## config.mk

```make
export PLATFORM = sky130hd
export DESIGN_NAME = seg_scan_driver_flat
export DESIGN_NICKNAME = d
export VERILOG_FILES = /design/src/rtl/seg_scan_driver_if.sv /design/src/rtl/seg_scan_driver.sv /design/src/flat_wrapper.sv
export SDC_FILE = /design/constraint.sdc
export NUM_CORES = 1
export LEC_CHECK = 0
export ABC_CLOCK_PERIOD_IN_PS = 7700
export CORE_MARGIN = 4
export CORE_UTILIZATION = 30
export CTS_CLUSTER_SIZE = 30
export DETAILED_ROUTE_END_ITERATION = 8
export MAX_ROUTING_LAYER = met4
export PLACE_DENSITY = 0.47
export RECOVER_POWER = 25
export SYNTH_ARGS = -nofsm -noshare
export SYNTH_HDL_FRONTEND = slang
export SYNTH_SLANG_ARGS = --single-unit
```

## constraint.sdc

```tcl
create_clock -name clk -period 7.7 [get_ports clk]
set_clock_uncertainty 0.15 [all_clocks]
set_input_delay 1.54 -clock clk [delete_from_list [all_inputs] [get_ports clk]]
set_output_delay 1.54 -clock clk [all_outputs]
set_load 0.005 [all_outputs]
```

## src/rtl/seg_scan_driver_if.sv

```systemverilog
// Display bus for the 8-digit scanned seven-segment driver: write strobe,
// data, processor phase and blanking control in; segment patterns and
// digit select out.
interface seg_scan_driver_if;
    logic        wr_en;
    logic [31:0] wr_data;
    logic [2:0]  phase;
    logic        blank_lz;
    logic [63:0] seg_out;
    logic [7:0]  seg_sel;

    // Side that feeds data to the display (processor / testbench)
    modport master (
        output wr_en,
        output wr_data,
        output phase,
        output blank_lz,
        input  seg_out,
        input  seg_sel
    );

    // Display driver side
    modport slave (
        input  wr_en,
        input  wr_data,
        input  phase,
        input  blank_lz,
        output seg_out,
        output seg_sel
    );
endinterface

```

## src/rtl/seg_scan_driver.sv

```systemverilog
// Eight-digit hex display driver. Holds the last written 32-bit value,
// renders every digit as a seven-segment pattern (with optional leading
// zero blanking and a phase marker on the dp of digits 0..4), and rotates
// a one-hot digit select every SCAN_DIV clock cycles.
module seg_scan_driver #(
    parameter int unsigned SCAN_DIV = 16
) (
    input  logic          clk,
    input  logic          rst,
    seg_scan_driver_if.slave bus
);

    localparam logic [15:0] PRESC_LAST = 16'(SCAN_DIV - 1);

    // Display value and its next state
    logic [31:0] disp_q;
    logic [31:0] disp_d;

    // Registered processor phase; dp bits are decoded from it
    logic [2:0]  phase_q;

    // Seven-segment bits [6:0] of every digit, dp positions held at zero
    logic [63:0] seg_q;
    logic [63:0] seg_d;

    // Scan prescaler and digit select
    logic [15:0] presc_q;
    logic [15:0] presc_d;
    logic        presc_wrap;
    logic [7:0]  sel_q;
    logic [7:0]  sel_d;

    // Per-digit helpers
    logic [3:0]  nib      [8];
    logic [6:0]  seg_pat  [8];
    logic [8:0]  lead_zero;    // lead_zero[i]: nibbles 7..i of disp_d all zero
    logic [7:0]  dp_bits;

    // Hex nibble to {g,f,e,d,c,b,a}
    function automatic logic [6:0] hex_to_seg(input logic [3:0] v);
        logic [6:0] s;
        case (v)
            4'h0:    s = 7'h3F;
            4'h1:    s = 7'h06;
            4'h2:    s = 7'h5B;
            4'h3:    s = 7'h4F;
            4'h4:    s = 7'h66;
            4'h5:    s = 7'h6D;
            4'h6:    s = 7'h7D;
            4'h7:    s = 7'h07;
            4'h8:    s = 7'h7F;
            4'h9:    s = 7'h6F;
            4'hA:    s = 7'h77;
            4'hB:    s = 7'h7C;
            4'hC:    s = 7'h39;
            4'hD:    s = 7'h5E;
            4'hE:    s = 7'h79;
            default: s = 7'h71;
        endcase
        return s;
    endfunction

    // A write shows up in the segment register on the same edge that loads it,
    // so the patterns are built from the next display value, not the current one
    always_comb begin
        disp_d = disp_q;
        if (bus.wr_en) begin
            disp_d = bus.wr_data;
        end
    end

    assign lead_zero[8] = 1'b1;

    generate
        for (genvar gi = 0; gi < 8; gi++) begin : g_digit
            assign nib[gi]       = disp_d[4*gi +: 4];
            assign lead_zero[gi] = lead_zero[gi+1] & (nib[gi] == 4'h0);

            // Digit 0 is never blanked so a zero value still reads "0"
            if (gi == 0) begin : g_no_blank
                assign seg_pat[gi] = hex_to_seg(nib[gi]);
            end else begin : g_blank
                assign seg_pat[gi] = (bus.blank_lz && lead_zero[gi]) ? 7'h00
                                                                     : hex_to_seg(nib[gi]);
            end

            assign seg_d[8*gi +: 8] = {1'b0, seg_pat[gi]};

            // Only phases 0..4 have a digit to mark; 5..7 light no dp
            if (gi <= 4) begin : g_dp
                assign dp_bits[gi] = (phase_q == 3'(gi));
            end else begin : g_no_dp
                assign dp_bits[gi] = 1'b0;
            end

            assign bus.seg_out[8*gi +: 8] = {dp_bits[gi], seg_q[8*gi +: 7]};
        end
    endgenerate

    // Prescaler and digit rotation: advance select once per SCAN_DIV cycles
    always_comb begin
        presc_wrap = (presc_q == PRESC_LAST);
        presc_d    = presc_wrap ? 16'd0 : presc_q + 16'd1;
        sel_d      = presc_wrap ? {sel_q[6:0], sel_q[7]} : sel_q;
    end

    // Display value, phase and segment patterns
    always_ff @(posedge clk or posedge rst) begin
        if (rst) begin
            disp_q  <= 32'h0;
            phase_q <= 3'd7;
            seg_q   <= 64'h0;
        end else begin
            disp_q  <= disp_d;
            phase_q <= bus.phase;
            seg_q   <= seg_d;
        end
    end

    // Scan timing, independent of writes, phase and blanking
    always_ff @(posedge clk or posedge rst) begin
        if (rst) begin
            presc_q <= 16'd0;
            sel_q   <= 8'b0000_0001;
        end else begin
            presc_q <= presc_d;
            sel_q   <= sel_d;
        end
    end

    assign bus.seg_sel = sel_q;

endmodule

```

## src/flat_wrapper.sv

```systemverilog
// flat-port wrapper written by rule: the top's interface ports become plain ports
module seg_scan_driver_flat 
#(
    parameter int unsigned SCAN_DIV = 16
)
  (clk, rst, bus_wr_en, bus_wr_data, bus_phase, bus_blank_lz, bus_seg_out, bus_seg_sel);
  seg_scan_driver_if bus_i ();
  input  logic clk;
  input  logic rst;
  input wire logic [$bits(bus_i.wr_en)-1:0] bus_wr_en;
  input wire logic [$bits(bus_i.wr_data)-1:0] bus_wr_data;
  input wire logic [$bits(bus_i.phase)-1:0] bus_phase;
  input wire logic [$bits(bus_i.blank_lz)-1:0] bus_blank_lz;
  output wire logic [$bits(bus_i.seg_out)-1:0] bus_seg_out;
  output wire logic [$bits(bus_i.seg_sel)-1:0] bus_seg_sel;
  assign bus_i.wr_en = bus_wr_en;
  assign bus_i.wr_data = bus_wr_data;
  assign bus_i.phase = bus_phase;
  assign bus_i.blank_lz = bus_blank_lz;
  assign bus_seg_out = bus_i.seg_out;
  assign bus_seg_sel = bus_i.seg_sel;
  seg_scan_driver #(.SCAN_DIV(SCAN_DIV)) u_core (.clk(clk), .rst(rst), .bus(bus_i));
endmodule
```

==> results of run 1 <==
[logic make-up after synthesis]
kind of cell | Yosys count | synth area share
DFF | 115 | 0.4692
AOI/OAI and AO/OA | 87 | 0.09652
other | 1 | 0.0006103
muxes | 52 | 0.1161
buffers and inverters | 59 | 0.04887
adders and majority gates | 49 | 0.09978
and+or+nand+nor | 175 | 0.1462
xor gates and xnor gates | 16 | 0.02281
[state kept, by name, indices dropped and copies added, names as in the netlist]
register,cells
u_core.bus.seg_sel,8
u_core.disp_q,32
u_core.phase_q,3
u_core.presc_q,16
u_core.seg_q,56
[through the flow]
| stage | hold WS, ps | instance area [um^2] | instances |
|---|---|---|---|
| final | 325.0 | 8039 | 952 |
| after global routing | 335.2 | 8039 | 952 |
| after CTS | 322.4 | 8040 | 952 |
| after detailed placement | 314.6 | 7437 | 920 |
| after global placement | 308.6 | 7437 | 920 |
| after floorplan | 293.4 | 6152 | 556 |
[worst register-to-register path, cell delays in order (launching register included)]
cell and delay, ps:
dfrtp_1 350, mux2_2 310, inv_1 140, ha_1 200, nor4b_2 230, o221ai_2 300, nor4_4 520, a211oi_1 110
[layer usage]
| layer | global-route usage | vias up | wire length (um) |
|---|---|---|---|
| met5 | - | - | 0 |
| met4 | 0.05757 | 0 | 268 |
| met3 | 0.03321 | 22 | 645 |
| met2 | 0.2168 | 115 | 6856 |
| met1 | 0.1703 | 2115 | 6472 |
| li1 | - | 2172 | - |
[synthesized netlist by cell type, types with 5 or more instances]
cell      instances  area [um^2]
and3_1            5        31.28
nand2_1          49        183.9
ha_1             49        613.1
o21ai_0           8        40.04
mux2i_4           7        157.7
nand3_1           6        30.03
inv_1            37        138.9
xnor2_1          11        96.34
mux2_2           10        112.6
nor2_1           51        191.4
mux2i_1          22        220.2
a21oi_1          30        150.1
a211oi_1         13        97.59
a31oi_1           5        31.28
buf_4             5        37.54
nor3_1           28        140.1
mux4_2            5        112.6
dfrtp_1         111         2778
mux2i_2           8        110.1
xor2_1            5        43.79
inv_2             8        30.03
nor4_1            6        37.54
[layout make-up]
class / count / area [um^2] / area share
multi-input combinational: 382 / 2969 / 0.3693
sequential: 115 / 2883 / 0.3586
timing repair buffer: 108 / 1076 / 0.1339
clock buffer: 19 / 442.9 / 0.05510
tap: 270 / 337.8 / 0.04202
inverter: 45 / 170.2 / 0.02117
clock inverter: 13 / 160.2 / 0.01992
[report_power, final]
group	switching (mW)	leakage [nW]	total (mW)	internal, mW
clock network	0.284	0.281	0.800	0.515
registers	0.0302	1.33	0.704	0.674
logic	0.189	1.90	0.385	0.196
[path summary, 6_finish.rpt]
path                                               from                            to  slack [ps]  depth (start not counted)
min in group asynchronous                           rst   u_core.presc_q[8]$_DFF_PP0_        1950                          2
max reg2reg                 u_core.disp_q[16]$_DFF_PP0_    u_core.seg_q[10]$_DFF_PP0_        5230                          7
max                                           bus_wr_en    u_core.seg_q[10]$_DFF_PP0_        3590                          8
min reg2reg                u_core.presc_q[15]$_DFF_PP0_  u_core.presc_q[15]$_DFF_PP0_         330                          1
min                        u_core.presc_q[15]$_DFF_PP0_  u_core.presc_q[15]$_DFF_PP0_         330                          1
max in group asynchronous                           rst    u_core.seg_q[14]$_DFF_PP0_        3780                          3
==> impl_metrics.prom, run 1 <==
# TYPE chip_impl_metric gauge
chip_impl_metric{name="design.die.area",unit="um^2"} 22840
chip_impl_metric{name="max_cap_viol_count",unit=""} 1
chip_impl_metric{name="initial_core_util",unit=""} 0.3047
chip_impl_info{name="timing.critical_path.max_delay_family",value="buffers and inverters"} 1
chip_impl_metric{name="dr.first_iter.drc_count",unit=""} 253
chip_impl_metric{name="worst-endpoint-required",unit="ps"} 7820
chip_impl_metric{name="gr-usage-all-layers",unit=""} 0.1377
chip_impl_metric{name="timing.critical_path.fanout_max",unit=""} 44
chip_impl_metric{name="row_count",unit=""} 52
chip_impl_info{name="critical_path.cell_chain",value="buf_4 -> mux2_2 -> inv_1 -> ha_1 -> nor4b_2 -> o221ai_2 -> nor4_4 -> a211oi_1"} 1
chip_impl_metric{name="i_o_pins",unit=""} 111
chip_impl_metric{name="clk_pin_slew",unit="ps"} 50
chip_impl_metric{name="final-hold-violation-count",unit=""} 0
chip_impl_metric{name="synth.ff_latch_count",unit=""} 115
chip_impl_metric{name="wl_per_cell",unit="um"} 14.96
chip_impl_metric{name="routabilityCongestion",unit=""} 0.8678
chip_impl_metric{name="cts.sinks",unit=""} 115
chip_impl_metric{name="drt_pre_antenna_iters",unit=""} 4
chip_impl_metric{name="p_leak",unit="nW"} 3.508
chip_impl_metric{name="final_layout_size_suffix_gt1_frac",unit=""} 0.1305
chip_impl_info{name="worst_hold_check_path_type",value="reg -> reg"} 1
chip_impl_metric{name="syn_area_per_cell",unit="um^2"} 11.09
chip_impl_metric{name="drc",unit=""} 0
chip_impl_metric{name="post_cts_resize_count",unit=""} 0
chip_impl_metric{name="finalCoreUtilization",unit=""} 0.3986
chip_impl_metric{name="worst-path-buf-inv",unit=""} 2
chip_impl_info{name="leading_register_cell_type_out_of_synthesis",value="dfrtp_1"} 1
chip_impl_info{name="end_kind",value="flip-flop"} 1
chip_impl_metric{name="worst_pin_slew",unit="ps"} 2030
chip_impl_metric{name="grt_overflow",unit=""} 0
chip_impl_metric{name="final.fill_count",unit=""} 1969
chip_impl_metric{name="clk-insertion-delay-late",unit="ps"} 410
chip_impl_info{name="crit_path_start_kind",value="input pin"} 1
chip_impl_metric{name="power_density",unit="nW/um^2"} 235.0
chip_impl_metric{name="post_synth_inst_count",unit=""} 554
chip_impl_metric{name="ant_nets",unit=""} 0
chip_impl_metric{name="slew-limit-headroom",unit=""} -0.3608
chip_impl_metric{name="yosys_warnings",unit=""} 0
chip_impl_metric{name="via_count_of_the_first_global_routing_pass",unit=""} 4688
chip_impl_metric{name="routed_via_density",unit=""} 4.647
chip_impl_metric{name="nNetsFinal",unit=""} 757
chip_impl_metric{name="postSynth.asyncResetShare",unit=""} 1.000
chip_impl_metric{name="die_x",unit="um"} 151.1
chip_impl_metric{name="postCtsSetupBuffers",unit=""} 0
chip_impl_metric{name="numCtsBuffers",unit=""} 17
chip_impl_metric{name="edff_count_synth",unit=""} 0
chip_impl_metric{name="cts_hold_buf",unit=""} 0
chip_impl_metric{name="power.ir.vdd_worst",unit="V"} 0.0001304
chip_impl_metric{name="worst_path_largest_cell_delay",unit="ps"} 660
chip_impl_metric{name="synth.yosys.seq_area_share",unit=""} 0.4692
chip_impl_metric{name="final-max-slew-violation-count",unit=""} 48
chip_impl_metric{name="cts-htree-levels",unit=""} 4
chip_impl_info{name="layout.cells.most_common",value="dfrtp_1"} 1
chip_impl_metric{name="insertedDiodeCount",unit=""} 0
chip_impl_info{name="timing_worst_setup_path_type",value="in -> reg"} 1
chip_impl_metric{name="p_total",unit="mW"} 1.889
chip_impl_metric{name="global_route_wire_length_before_repair",unit="mm"} 23.78
chip_impl_metric{name="max-clock-path-buffers",unit=""} 2
chip_impl_info{name="most-common-layout-cells",value="dfrtp_1, clkdlybuf4s50_1, nor2_1"} 1
chip_impl_metric{name="vias",unit=""} 4424
chip_impl_metric{name="synthToLayoutAreaGrowth",unit="%"} 30.83
chip_impl_metric{name="timing.final.crit_share",unit=""} 0.5335
chip_impl_info{name="tritoncts",value="yes"} 1
chip_impl_metric{name="route.final.wire_length",unit="mm"} 14.24
chip_impl_info{name="clock_tree.root_cell",value="clkbuf_16"} 1
chip_impl_metric{name="syn_area",unit="um^2"} 6145
chip_impl_info{name="critPathSlowestCell",value="buf_4"} 1
chip_impl_metric{name="design.core.area",unit="um^2"} 20170
chip_impl_metric{name="synth.distinct_cells",unit=""} 66
chip_impl_metric{name="dieHeight",unit="um"} 151.1
chip_impl_metric{name="dp_hpwl",unit="mm"} 10.31
chip_impl_metric{name="grt_antenna_before_repair",unit=""} 0
chip_impl_metric{name="period_needed",unit="ps"} 4108
chip_impl_info{name="grt_setup_unrepaired",value="false"} 1
chip_impl_metric{name="fmaxAchievable",unit="MHz"} 243.4
chip_impl_info{name="status",value="finished, violations left"} 1
chip_impl_metric{name="grt_max_degree",unit=""} 70
chip_impl_metric{name="finalSetupViolations",unit=""} 0
chip_impl_metric{name="port-buffer-count",unit=""} 107
chip_impl_metric{name="worstPathArrival",unit="ps"} 4230
chip_impl_metric{name="layout_setup_ws",unit="ps"} 3592
chip_impl_info{name="violated_checks",value="max-capacitance violations, max-slew violations"} 1
chip_impl_metric{name="detailedPlace.worstSlack",unit="ps"} 3159
chip_impl_metric{name="totalNegativeSetupSlack",unit="ps"} 0
Power figures use the tool's default switching activity.
==> inputs of run 2 (changes only) <==
Settings changed: ABC_CLOCK_PERIOD_IN_PS 7700 to 4300.
Clock period 7.7 ns to 4.3 ns, I/O delays scaled along.
==> impl_metrics.prom, run 2 (synthesis results as in run 1) <==
# TYPE chip_impl_metric gauge
chip_impl_metric{name="drc",unit=""} 0
chip_impl_metric{name="final-hold-violation-count",unit=""} 0
chip_impl_info{name="r2r_end",value="u_core.seg_q[11]$_DFF_PP0_"} 1
chip_impl_metric{name="worstPathArrival",unit="ps"} 3270
chip_impl_metric{name="detailedPlace.worstSlack",unit="ps"} 625.8
chip_impl_metric{name="i_o_pins",unit=""} 111
chip_impl_info{name="crit_path_start_kind",value="input pin"} 1
chip_impl_metric{name="power.ir.vdd_worst",unit="V"} 0.0002658
chip_impl_info{name="most-common-layout-cells",value="dfrtp_1, clkdlybuf4s50_1, nor2_1"} 1
chip_impl_metric{name="largest_register_ffs",unit=""} 56
chip_impl_metric{name="die_x",unit="um"} 151.1
chip_impl_metric{name="routabilityCongestion",unit=""} 0.8486
chip_impl_metric{name="grt_overflow",unit=""} 0
chip_impl_metric{name="nNetsFinal",unit=""} 761
chip_impl_info{name="top_register",value="u_core.seg_q"} 1
chip_impl_metric{name="cts.sinks",unit=""} 115
chip_impl_metric{name="final-max-slew-violation-count",unit=""} 52
chip_impl_metric{name="timing.final.crit_share",unit=""} 0.7308
chip_impl_metric{name="layout_setup_ws",unit="ps"} 1157
chip_impl_metric{name="design.die.area",unit="um^2"} 22840
chip_impl_metric{name="via_count_of_the_first_global_routing_pass",unit=""} 4692
chip_impl_metric{name="routed_via_density",unit=""} 4.700
chip_impl_metric{name="global_route_wire_length_before_repair",unit="mm"} 24.07
chip_impl_info{name="end_kind",value="flip-flop"} 1
chip_impl_metric{name="postCtsSetupBuffers",unit=""} 0
chip_impl_metric{name="finalSetupViolations",unit=""} 0
chip_impl_metric{name="ant_nets",unit=""} 0
chip_impl_metric{name="use_met3",unit=""} 0.03770
chip_impl_metric{name="dp_hpwl",unit="mm"} 10.47
chip_impl_metric{name="worst-endpoint-required",unit="ps"} 4430
chip_impl_metric{name="cts-htree-levels",unit=""} 4
chip_impl_metric{name="timing.hold.worst_path_depth",unit=""} 1
chip_impl_metric{name="clk_pin_slew",unit="ps"} 50
chip_impl_metric{name="r2r_slack",unit="ps"} 1800
chip_impl_metric{name="drt_pre_antenna_iters",unit=""} 4
chip_impl_metric{name="vias",unit=""} 4493
chip_impl_metric{name="route.final.wire_length",unit="mm"} 14.49
chip_impl_info{name="layout.cells.most_common",value="dfrtp_1"} 1
chip_impl_metric{name="dr.first_iter.drc_count",unit=""} 218
chip_impl_metric{name="wl_per_cell",unit="um"} 15.15
chip_impl_metric{name="cts_hold_buf",unit=""} 0
chip_impl_info{name="tritoncts",value="yes"} 1
chip_impl_metric{name="design.core.area",unit="um^2"} 20170
chip_impl_metric{name="slew-limit-headroom",unit=""} -0.6174
chip_impl_info{name="layout_top_registers",value="u_core.seg_q: 56 flops, u_core.disp_q: 32 flops, u_core.presc_q: 16 flops"} 1
chip_impl_metric{name="gr-usage-all-layers",unit=""} 0.1387
chip_impl_metric{name="grt_antenna_before_repair",unit=""} 0
chip_impl_metric{name="insertedDiodeCount",unit=""} 0
chip_impl_metric{name="max_cap_viol_count",unit=""} 1
chip_impl_info{name="holdPathEnd",value="u_core.presc_q[15]$_DFF_PP0_"} 1
chip_impl_info{name="clock_tree.root_cell",value="clkbuf_16"} 1
chip_impl_metric{name="row_count",unit=""} 52
chip_impl_metric{name="initial_core_util",unit=""} 0.3047
chip_impl_metric{name="totalNegativeSetupSlack",unit="ps"} 0
chip_impl_metric{name="synthToLayoutAreaGrowth",unit="%"} 30.58
chip_impl_metric{name="timing.critical_path.fanout_max",unit=""} 27
chip_impl_info{name="worst_hold_startpoint",value="u_core.presc_q[15]$_DFF_PP0_"} 1
chip_impl_info{name="worst_hold_check_path_type",value="reg -> reg"} 1
chip_impl_metric{name="worst_pin_slew",unit="ps"} 2413
chip_impl_info{name="timing_worst_setup_path_type",value="in -> reg"} 1
chip_impl_metric{name="post_cts_resize_count",unit=""} 0
chip_impl_metric{name="clk-insertion-delay-late",unit="ps"} 420
chip_impl_info{name="status",value="finished, violations left"} 1
chip_impl_metric{name="port-buffer-count",unit=""} 107
chip_impl_metric{name="power_density",unit="nW/um^2"} 424.4
chip_impl_info{name="top_usage_layer",value="met2"} 1
chip_impl_metric{name="worst_reg2reg_path_length_in_cells",unit=""} 6
chip_impl_metric{name="fmaxAchievable",unit="MHz"} 318.2
chip_impl_metric{name="period_needed",unit="ps"} 3143
chip_impl_metric{name="grt_use_met2",unit=""} 0.2188
chip_impl_metric{name="p_leak",unit="nW"} 3.537
chip_impl_info{name="violated_checks",value="max-capacitance violations, max-slew violations"} 1
chip_impl_info{name="grt_setup_unrepaired",value="false"} 1
chip_impl_info{name="worst_r2r_startpoint",value="u_core.disp_q[28]$_DFF_PP0_"} 1
chip_impl_metric{name="max-clock-path-buffers",unit=""} 2
chip_impl_metric{name="final_layout_size_suffix_gt1_frac",unit=""} 0.1268
chip_impl_metric{name="grt_max_degree",unit=""} 65
chip_impl_metric{name="grt_use_met1",unit=""} 0.1720
chip_impl_metric{name="dieHeight",unit="um"} 151.1
chip_impl_metric{name="numCtsBuffers",unit=""} 17
## run 2: cell types whose count changed in the layout (fill, tap and decap cells not counted), sizes merged
cell	delta
clkbuf	-1
inv	+4
buf	+3
clkinv	-2
## run 2: worst max path at each step
stage	start	endpoint	slack, ps	depth (start not counted)
2_1_floorplan	rst	u_core.bus.seg_sel[1]$_DFFE_PP0N_	250	1
3_5_place_dp	bus_wr_en	u_core.seg_q[20]$_DFF_PP0_	630	7
3_3_place_gp	bus_wr_en	u_core.seg_q[20]$_DFF_PP0_	710	7
6_report	bus_wr_en	u_core.seg_q[20]$_DFF_PP0_	1160	7
4_1_cts	bus_wr_en	u_core.seg_q[20]$_DFF_PP0_	1070	7
5_1_grt	bus_wr_en	u_core.seg_q[20]$_DFF_PP0_	880	7
## run 2: worst max-delay path, cell delays in order
cell and delay, ps:
buf_4 370, buf_4 300, mux2i_1 520, ha_1 310, o221ai_2 250, nor4_4 500, nor3_1 120
## run 2: area by class of cell
type	count	area, um^2
Tap cell	270	337.8
Clock buffer	17	425.4
Timing Repair Buffer	112	1115
Fill cell	1972	12150
Clock inverter	15	181.4
Sequential cell	115	2883
Inverter	45	170.2
Multi-Input combinational cell	382	2912
## run 2: stage by stage
step	total power, mW	util	cell area [um^2]	std cells	hold slack (ps)
final	3.406	0.3978	8024	956	331.4
after global routing	3.591	0.3978	8024	956	342.2
after CTS	3.466	0.4009	8087	956	334.2
after detailed placement	1.977	0.3708	7480	924	324.5
after global placement	1.977	0.3708	7480	924	315.1
after floorplan	1.646	-	6152	556	293.4
## run 2: routing by layer
| metal | vias up | part of all wire |
|---|---|---|
| met5 | - | 0 |
| met4 | 0 | 0.017 |
| met3 | 19 | 0.045 |
| met2 | 112 | 0.48 |
| met1 | 2176 | 0.46 |
| li1 | 2186 | - |
## run 2: report_power, final
part	switching, mW	internal (mW)	leakage, nW
Combinational	0.340	0.349	1.93
Clock	0.545	0.915	0.283
Sequential	0.0497	1.21	1.33
==> inputs of run 3 (changes only) <==
Settings changed: ABC_CLOCK_PERIOD_IN_PS 4300 to 2900.
Clock period 4.3 ns to 2.9 ns, I/O delays scaled along.
==> impl_metrics.prom, run 3 (synthesis results as in run 1) <==
# TYPE chip_impl_metric gauge
chip_impl_metric{name="max_cap_viol_count",unit=""} 1
chip_impl_metric{name="wl_per_cell",unit="um"} 14.99
chip_impl_metric{name="worstPathArrival",unit="ps"} 2680
chip_impl_metric{name="largest_register_ffs",unit=""} 56
chip_impl_metric{name="grt_antenna_before_repair",unit=""} 2
chip_impl_info{name="crit_path_start_kind",value="input pin"} 1
chip_impl_metric{name="finalCoreUtilization",unit=""} 0.4106
chip_impl_info{name="worst_hold_check_path_type",value="reg -> reg"} 1
chip_impl_metric{name="routed_via_density",unit=""} 4.615
chip_impl_metric{name="cts-htree-levels",unit=""} 4
chip_impl_metric{name="vias",unit=""} 4546
chip_impl_metric{name="use_met3",unit=""} 0.03351
chip_impl_metric{name="clk_pin_slew",unit="ps"} 60
chip_impl_metric{name="grt_max_degree",unit=""} 116
chip_impl_info{name="violated_checks",value="max-capacitance violations, max-slew violations"} 1
chip_impl_metric{name="ant_nets",unit=""} 0
chip_impl_metric{name="slew-limit-headroom",unit=""} -0.05657
chip_impl_metric{name="grt_overflow",unit=""} 0
chip_impl_metric{name="cts_hold_buf",unit=""} 0
chip_impl_metric{name="die_x",unit="um"} 151.1
chip_impl_info{name="grt_setup_unrepaired",value="false"} 1
chip_impl_metric{name="period_needed",unit="ps"} 2561
chip_impl_metric{name="clk-insertion-delay-late",unit="ps"} 410
chip_impl_metric{name="seq_area",unit="um^2"} 2883
chip_impl_metric{name="design.core.area",unit="um^2"} 20170
chip_impl_metric{name="final-max-slew-violation-count",unit=""} 116
chip_impl_metric{name="grt_use_met1",unit=""} 0.1828
chip_impl_metric{name="power_density",unit="nW/um^2"} 594.8
chip_impl_info{name="most-common-layout-cells",value="dfrtp_1, clkdlybuf4s50_1, nor2_1"} 1
chip_impl_metric{name="worst-endpoint-required",unit="ps"} 3020
chip_impl_metric{name="final-hold-violation-count",unit=""} 0
chip_impl_metric{name="design.die.area",unit="um^2"} 22840
chip_impl_info{name="status",value="finished, violations left"} 1
chip_impl_metric{name="dieHeight",unit="um"} 151.1
chip_impl_metric{name="worst_hold_slack",unit="ps"} 335.1
chip_impl_metric{name="timing.final.crit_share",unit=""} 0.8830
chip_impl_metric{name="nNetsFinal",unit=""} 788
chip_impl_metric{name="worst_pin_slew",unit="ps"} 1585
chip_impl_info{name="top_usage_layer",value="met2"} 1
chip_impl_metric{name="timing.critical_path.fanout_max",unit=""} 6
chip_impl_metric{name="row_count",unit=""} 52
chip_impl_metric{name="grt_use_met2",unit=""} 0.2083
chip_impl_metric{name="max-clock-path-buffers",unit=""} 2
chip_impl_metric{name="p_leak",unit="nW"} 3.627
chip_impl_info{name="tritoncts",value="yes"} 1
chip_impl_metric{name="post_cts_resize_count",unit=""} 0
chip_impl_info{name="timing_worst_setup_path_type",value="in -> reg"} 1
chip_impl_metric{name="postCtsSetupBuffers",unit=""} 0
chip_impl_metric{name="global_route_wire_length_before_repair",unit="mm"} 24.05
chip_impl_metric{name="gr-usage-all-layers",unit=""} 0.1388
chip_impl_metric{name="synthToLayoutAreaGrowth",unit="%"} 34.78
chip_impl_metric{name="i_o_pins",unit=""} 111
chip_impl_metric{name="drt_pre_antenna_iters",unit=""} 4
chip_impl_metric{name="initial_core_util",unit=""} 0.3047
chip_impl_metric{name="totalNegativeSetupSlack",unit="ps"} 0
chip_impl_metric{name="drc",unit=""} 0
chip_impl_metric{name="r2r_slack",unit="ps"} 570
chip_impl_metric{name="numCtsBuffers",unit=""} 17
chip_impl_metric{name="power.ir.vdd_worst",unit="V"} 0.0003811
chip_impl_metric{name="dr.first_iter.drc_count",unit=""} 194
chip_impl_metric{name="port-buffer-count",unit=""} 107
chip_impl_info{name="layout.cells.most_common",value="dfrtp_1"} 1
chip_impl_metric{name="route.final.wire_length",unit="mm"} 14.77
chip_impl_metric{name="final.fill_count",unit=""} 1955
chip_impl_metric{name="routabilityCongestion",unit=""} 0.8990
chip_impl_info{name="top_register",value="u_core.seg_q"} 1
chip_impl_info{name="clock_tree.root_cell",value="clkbuf_16"} 1
chip_impl_metric{name="final_layout_size_suffix_gt1_frac",unit=""} 0.1655
chip_impl_metric{name="dp_hpwl",unit="mm"} 10.85
chip_impl_metric{name="area_taken_by_multi_input_logic_gates",unit="um^2"} 3020
chip_impl_metric{name="p_total",unit="mW"} 4.926
chip_impl_info{name="layout_top_registers",value="u_core.seg_q: 56 flops, u_core.disp_q: 32 flops, u_core.presc_q: 16 flops"} 1
chip_impl_metric{name="finalSetupViolations",unit=""} 0
chip_impl_metric{name="via_count_of_the_first_global_routing_pass",unit=""} 4711
chip_impl_info{name="end_kind",value="flip-flop"} 1
chip_impl_metric{name="fmaxAchievable",unit="MHz"} 390.5
chip_impl_metric{name="cts.sinks",unit=""} 115
==> run 3: routing by layer <==
metal,up-vias,wire (um),share of wire
met5,-,0,0
met4,0,225,0.015
met3,17,702,0.048
met2,126,6815,0.46
met1,2164,7021,0.48
li1,2239,-,-
==> run 3: area by class of cell <==
class | instances | area share
Tap cell | 270 | 0.04079
Timing Repair Buffer | 139 | 0.1568
Inverter | 45 | 0.02085
Clock inverter | 13 | 0.01345
Clock buffer | 19 | 0.05469
Sequential cell | 115 | 0.3481
Antenna cell | 2 | 0.0006043
Multi-Input combinational cell | 382 | 0.3647
==> run 3: stage by stage <==
stage	cell area, um^2	setup slack [ps]	cells
2_1_floorplan	6223	-26.04	556
3_5_place_dp	7760	-112.9	951
4_1_cts	8324	333.5	983
6_report	8282	339.4	985
3_3_place_gp	7760	30.53	951
5_1_grt	8282	120.3	985
==> run 3: path summary, 6_finish.rpt <==
check                                                  start                           endpoint  cells after the start
worst max-delay path                          bus_wr_data[8]         u_core.seg_q[10]$_DFF_PP0_                      7
worst min-delay path            u_core.presc_q[15]$_DFF_PP0_       u_core.presc_q[15]$_DFF_PP0_                      1
worst max register to register    u_core.disp_q[9]$_DFF_PP0_         u_core.seg_q[10]$_DFF_PP0_                      6
worst min register to register  u_core.presc_q[15]$_DFF_PP0_       u_core.presc_q[15]$_DFF_PP0_                      1
max in group asynchronous                                rst  u_core.bus.seg_sel[3]$_DFFE_PP0N_                      3
min in group asynchronous                                rst          u_core.seg_q[3]$_DFF_PP0_                      3
==> run 3: power breakdown <==
| part | switching [mW] | leakage (nW) | total [mW] | internal [mW] |
|---|---|---|---|---|
| combinational | 0.522 | 2.04 | 1.09 | 0.566 |
| sequential | 0.0805 | 1.33 | 1.87 | 1.79 |
| clock | 0.754 | 0.259 | 1.97 | 1.21 |
| total | 1.36 | 3.63 | 4.93 | 3.57 |
==> run 3: worst max-delay path, stage by stage <==
cell,delay [ps]
clkdlybuf4s50_1,430
mux2i_2,180
ha_1,230
nor4bb_1,440
o2111ai_1,240
nor4_4,460
a211oi_1,110
